### src/rtl/mmio_out_port.sv
// Passive MMIO output port: snoops CPU stores into a show-ahead FIFO drained over valid/ready,
// plus a sticky halt/exit-code register. Optional FIFO clear port enabled by MMIO_OUT_CLR_EN.
module mmio_out_port #(
  parameter logic [31:0] OUT_ADDR  = 32'h0000_FF00,
  parameter logic [31:0] HALT_ADDR = 32'h0000_FF04,
`ifdef MMIO_OUT_CLR_EN
  parameter logic [31:0] CLR_ADDR  = 32'h0000_FF08,
`endif
  parameter int unsigned DEPTH     = 8
) (
  input  logic                     clk,
  input  logic                     rst,
  input  logic                     mem_we,
  input  logic [31:0]              mem_data_addr,
  input  logic [31:0]              mem_write_data,
  output logic [31:0]              out_data,
  output logic                     out_valid,
  input  logic                     out_ready,
  output logic [$clog2(DEPTH):0]   level,
  output logic [15:0]              drop_count,
  output logic                     halt,
  output logic [31:0]              halt_code
);

  localparam int unsigned PW = $clog2(DEPTH);
  localparam int unsigned LW = PW + 1;
  localparam int unsigned DW = 32;
  localparam int unsigned CW = 16;

  logic [DW-1:0] mem_q [DEPTH];
  logic [PW-1:0] wr_ptr_q, wr_ptr_d, rd_ptr_q, rd_ptr_d;
  logic [LW-1:0] level_q, level_d;
  logic [CW-1:0] drop_q, drop_d;
  logic          valid_q, valid_d;
  logic [DW-1:0] out_data_q, out_data_d;
  logic          halt_q, halt_d;
  logic [DW-1:0] code_q, code_d;

  logic pop_c, hit_out_c, push_c, drop_c, clr_c;

`ifdef MMIO_OUT_CLR_EN
  assign clr_c = mem_we && (mem_data_addr == CLR_ADDR);
`else
  assign clr_c = 1'b0;
`endif

  // Store decode and FIFO handshake qualification
  always_comb begin
    pop_c     = valid_q && out_ready;
    hit_out_c = mem_we && (mem_data_addr == OUT_ADDR) && !halt_q;
    push_c    = hit_out_c && ((level_q < LW'(DEPTH)) || pop_c);
    drop_c    = hit_out_c && !push_c;
  end

  always_comb begin
    wr_ptr_d = wr_ptr_q;
    rd_ptr_d = rd_ptr_q;
    level_d  = level_q;
    drop_d   = drop_q;
    halt_d   = halt_q;
    code_d   = code_q;
    if (clr_c) begin
      wr_ptr_d = '0;
      rd_ptr_d = '0;
      level_d  = '0;
      drop_d   = '0;
    end else begin
      if (push_c) wr_ptr_d = wr_ptr_q + PW'(1);
      if (pop_c)  rd_ptr_d = rd_ptr_q + PW'(1);
      level_d = level_q + LW'(push_c) - LW'(pop_c);
      if (drop_c && (drop_q != '1)) drop_d = drop_q + CW'(1);
    end
    if (mem_we && (mem_data_addr == HALT_ADDR) && !halt_q) begin
      halt_d = 1'b1;
      code_d = mem_write_data;
    end
    valid_d = (level_d != '0);
    // Head register looks ahead: a word written into the slot about to become head bypasses memory
    if (clr_c)
      out_data_d = '0;
    else if (push_c && (wr_ptr_q == rd_ptr_d))
      out_data_d = mem_write_data;
    else
      out_data_d = mem_q[rd_ptr_d];
  end

  always_ff @(posedge clk) begin
    if (push_c) mem_q[wr_ptr_q] <= mem_write_data;
  end

  always_ff @(posedge clk or negedge rst) begin
    if (!rst) begin
      wr_ptr_q   <= '0;
      rd_ptr_q   <= '0;
      level_q    <= '0;
      drop_q     <= '0;
      valid_q    <= 1'b0;
      out_data_q <= '0;
      halt_q     <= 1'b0;
      code_q     <= '0;
    end else begin
      wr_ptr_q   <= wr_ptr_d;
      rd_ptr_q   <= rd_ptr_d;
      level_q    <= level_d;
      drop_q     <= drop_d;
      valid_q    <= valid_d;
      out_data_q <= out_data_d;
      halt_q     <= halt_d;
      code_q     <= code_d;
    end
  end

  assign out_data   = out_data_q;
  assign out_valid  = valid_q;
  assign level      = level_q;
  assign drop_count = drop_q;
  assign halt       = halt_q;
  assign halt_code  = code_q;

endmodule

### config.mk
export PLATFORM = sky130hd
export DESIGN_NAME = mmio_out_port
export DESIGN_NICKNAME = d
export VERILOG_FILES = /design/src/rtl/mmio_out_port.sv
export SDC_FILE = /design/constraint.sdc
export NUM_CORES = 1
export LEC_CHECK = 0
export CAP_MARGIN = 30
export CORE_UTILIZATION = 35
export CTS_BUF_LIST = sky130_fd_sc_hd__clkbuf_2
export CTS_CLUSTER_SIZE = 28
export DETAILED_ROUTE_END_ITERATION = 10
export HOLD_SLACK_MARGIN = 0.15
export MAX_ROUTING_LAYER = met4
export SLEW_MARGIN = 20
export SYNTH_ARGS = -nofsm -noshare
export SYNTH_HDL_FRONTEND = slang
export SYNTH_SLANG_ARGS = --single-unit
### constraint.sdc
create_clock -name clk -period 9.7 [get_ports clk]
set_clock_uncertainty 0.2 [all_clocks]
set_input_delay 1.94 -clock clk [delete_from_list [all_inputs] [get_ports clk]]
set_output_delay 1.94 -clock clk [all_outputs]
set_load 0.01 [all_outputs]
==> impl_metrics.env <==
export IMPL_r2r_end="mem_q[5][9]"
export IMPL_die_w_um=204
export IMPL_drt_pass1_iter_count=4
export IMPL_synthMuxAreaShare_pct=6.06
export IMPL_slew_headroom_pct=41.1
export IMPL_hold_depth=1
export IMPL_yosys_area_share_simple_pct=11.0
export IMPL_timing_final_crit_share_pct=49.8
export IMPL_grt_start_max_net_pins=89
export IMPL_grt_util_all_layers_pct=17.2
export IMPL_fin_hold_ws_ns=0.304
export IMPL_num_fill_cells=3720
export IMPL_synth_edf_count=256
export IMPL_p_per_area_nw_per_um2=238
export IMPL_cts_buffers=93
export IMPL_drive_gt1_share_pct=22.3
export IMPL_via_per_inst=5.31
export IMPL_hp_class="flop to flop"
export IMPL_grt_ovfl_total=0
export IMPL_finalSetupTns_ns=0
export IMPL_drc=0
export IMPL_avgSynthCellArea_um2=15.6
export IMPL_hp_start="drop_count[14]"
export IMPL_routedWlPerCell_um=20.1
export IMPL_dp_hpwl_um=18800
export IMPL_leakage_uw=0.00646
export IMPL_gp_congestion=0.747
export IMPL_wl_um=34100
export IMPL_fmax_mhz=207
export IMPL_ios=154
export IMPL_critical_path_startpoint_type="input pin"
export IMPL_hold_violations=0
export IMPL_die_area_um2=41700
export IMPL_r2r_cells=6
export IMPL_ys_ff_latch=348
export IMPL_crit_path_end_kind="flop"
export IMPL_io_buffers=153
export IMPL_ys_types=50
export IMPL_wl_met3_um=1970
export IMPL_core_um2=40000
export IMPL_synthArstFlopShare_pct=26.4
export IMPL_post_route_min_period_ns=4.83
export IMPL_grt_pass1_wl_um=53600
export IMPL_synth_xor_area_share_pct=1.47
export IMPL_cts_resized=0
export IMPL_outcome="finished clean"
export IMPL_nNetsFinal=1179
export IMPL_grt_pass1_vias=9425
export IMPL_whs_endpoint="drop_count[14]"
export IMPL_arrival_ns=5.19
export IMPL_m1WireLength_um=14700
export IMPL_max_cap_violations=0
export IMPL_synth_fp_nets=990
export IMPL_cts_max_level=3
export IMPL_top_layer_used="met4"
export IMPL_r2r_start="halt"
export IMPL_vias=9033
export IMPL_synth_top_family_by_area="simple AND/OR/NAND/NOR gates"
export IMPL_clock_latency_ns=0.94
export IMPL_critPathMaxFanout=24
export IMPL_setup_viol=0
export IMPL_reg2reg_slack_ns=5.94
export IMPL_clk_path_buf_depth=3
export IMPL_start_util_pct=35.7
export IMPL_rsz0062_at_grt="no"
export IMPL_rows=73
export IMPL_synthesis_area_um2=14300
export IMPL_first_iter_violations=512
export IMPL_antenna_found_initial=1
export IMPL_vdd_drop_max_v=0.000133
export IMPL_synth_ff_type="edfxtp_1"
export IMPL_syn2layout_area_growth_pct=21.1
export IMPL_synth_compound_area_share_pct=8.28
export IMPL_synth_seq_area_share_pct=69.9
export IMPL_cts_sinks=348
export IMPL_synthAdderAreaFrac_pct=0.753
export IMPL_drv_slew=0
export IMPL_postCtsHoldBufs=0
export IMPL_cts_setup_buffers=0
export IMPL_final_antenna_net_count=0
export IMPL_yosysWarnings=0
export IMPL_syn_instance_count=914
export IMPL_wl_met2_um=16800
export IMPL_cts_reportedPaths_clkPinSlew_ns=0.09
export IMPL_cts_tree="built"
export IMPL_tightest_slew_ns=0.879
export IMPL_die_y_um=204
export IMPL_clockRootBuffer="clkbuf_2"
export IMPL_critPathKind="input pin to flop"
export IMPL_required_ns=10.05
==> cell usage after synthesis, types with 4 or more instances <==
cell type / instances / share of area, %
buf_2: 7 / 0.25
clkbuf_1: 69 / 1.8
nand4_1: 8 / 0.35
and3_1: 132 / 5.8
mux2_4: 30 / 3.2
nor4b_1: 4 / 0.25
a2111oi_0: 128 / 7.8
xnor2_1: 21 / 1.3
dfrtp_1: 92 / 16
nand3_1: 12 / 0.42
nor2_1: 6 / 0.16
ha_1: 7 / 0.61
mux2_2: 35 / 2.8
nand2_1: 9 / 0.24
edfxtp_1: 256 / 54
inv_1: 8 / 0.21
nor3_1: 6 / 0.21
nor4_1: 37 / 1.6
==> cell families (layout without fill, tap and decap cells) <==
| group | after synthesis | count (layout) |
|---|---|---|
| simple gates | 242 | 242 |
| flops | 348 | 348 |
| other cells | 0 | 2 |
| mux | 67 | 67 |
| fa+ha+maj | 8 | 8 |
| buf+inv | 90 | 351 |
| xor+xnor | 24 | 24 |
| compound gates | 135 | 135 |
==> metal layers <==
layer	global-route usage, %	up-vias
li1	-	4181
met1	21.7	4515
met2	27.3	286
met3	3.99	51
met4	5.38	0
met5	-	-
==> stage by stage <==
step	cell area (µm²)	total power (µW)	utilization (%)	setup WS (ns)	instances
2_1_floorplan	14300	2610	-	2.62	914
3_3_place_gp	16400	3110	40.9	3.82	1529
4_1_cts	17300	4190	43.2	4.94	1698
6_report	17300	4120	43.3	4.87	1702
3_5_place_dp	16400	3120	41.0	3.91	1531
5_1_grt	17300	4370	43.3	4.73	1702
==> cells in the final DEF, fill, tap and decap left out, types with 12 or more instances in the layout <==
master | synthesis | routed
clkdlybuf4s50_1 | 0 | 152
clkbuf_2 | 0 | 138
mux2_4 | 30 | 30
nor4_1 | 37 | 36
nand3_1 | 12 | 12
mux2_2 | 35 | 35
a2111oi_0 | 128 | 128
xnor2_1 | 21 | 21
buf_4 | 0 | 18
dfrtp_1 | 92 | 92
clkinv_1 | 0 | 17
edfxtp_1 | 256 | 256
and3_1 | 132 | 132
==> worst max path at each step <==
| stage | start | cells past startpoint | slack, ns | to |
|---|---|---|---|---|
| after floorplan | mem_data_addr[1] | 5 | 2.62 | mem_q[1][0] |
| after global placement | out_ready | 7 | 3.82 | out_data[17] |
| after detailed placement | mem_data_addr[1] | 7 | 3.91 | mem_q[5][13] |
| after CTS | mem_data_addr[1] | 7 | 4.94 | mem_q[5][23] |
| after global routing | mem_data_addr[0] | 7 | 4.73 | mem_q[5][6] |
| final | mem_data_addr[1] | 7 | 4.87 | mem_q[5][9] |
==> where the power goes <==
group          total, µW  internal [µW]  switching (µW)  leakage (µW)
logic               1350            592             759       0.00231
clock network       1040            438             604      0.000668
registers           1730           1690            37.1       0.00348
total               4120           2720            1400       0.00646
==> layout make-up <==
type,instances,area (µm²),area share [%]
clock inverter,29,188,1.08
tap,525,657,3.79
sequential,348,9990,57.7
antenna,2,5.00,0.0289
inverter,10,40.0,0.231
clock buffer,138,691,3.99
multi-input combinational,476,4030,23.3
timing repair buffer,174,1720,9.91
==> worst max-delay path: stages <==
cell	delay, ns
clkdlybuf4s50_1	0.41
nor4b_1	0.36
nand4_1	0.18
or4_1	0.73
or2_1	0.40
nor3b_2	0.65
buf_4	0.49
==> state kept, by name (all words and copies together) (netlist names) <==
| register | cells |
|---|---|
| mem_q | 256 |
| halt_code | 32 |
| out_data | 32 |
| drop_count | 16 |
| level | 4 |
| rd_ptr_q | 3 |
| wr_ptr_q | 3 |
| halt | 1 |
| out_valid | 1 |
Power figures use the tool's default switching activity.
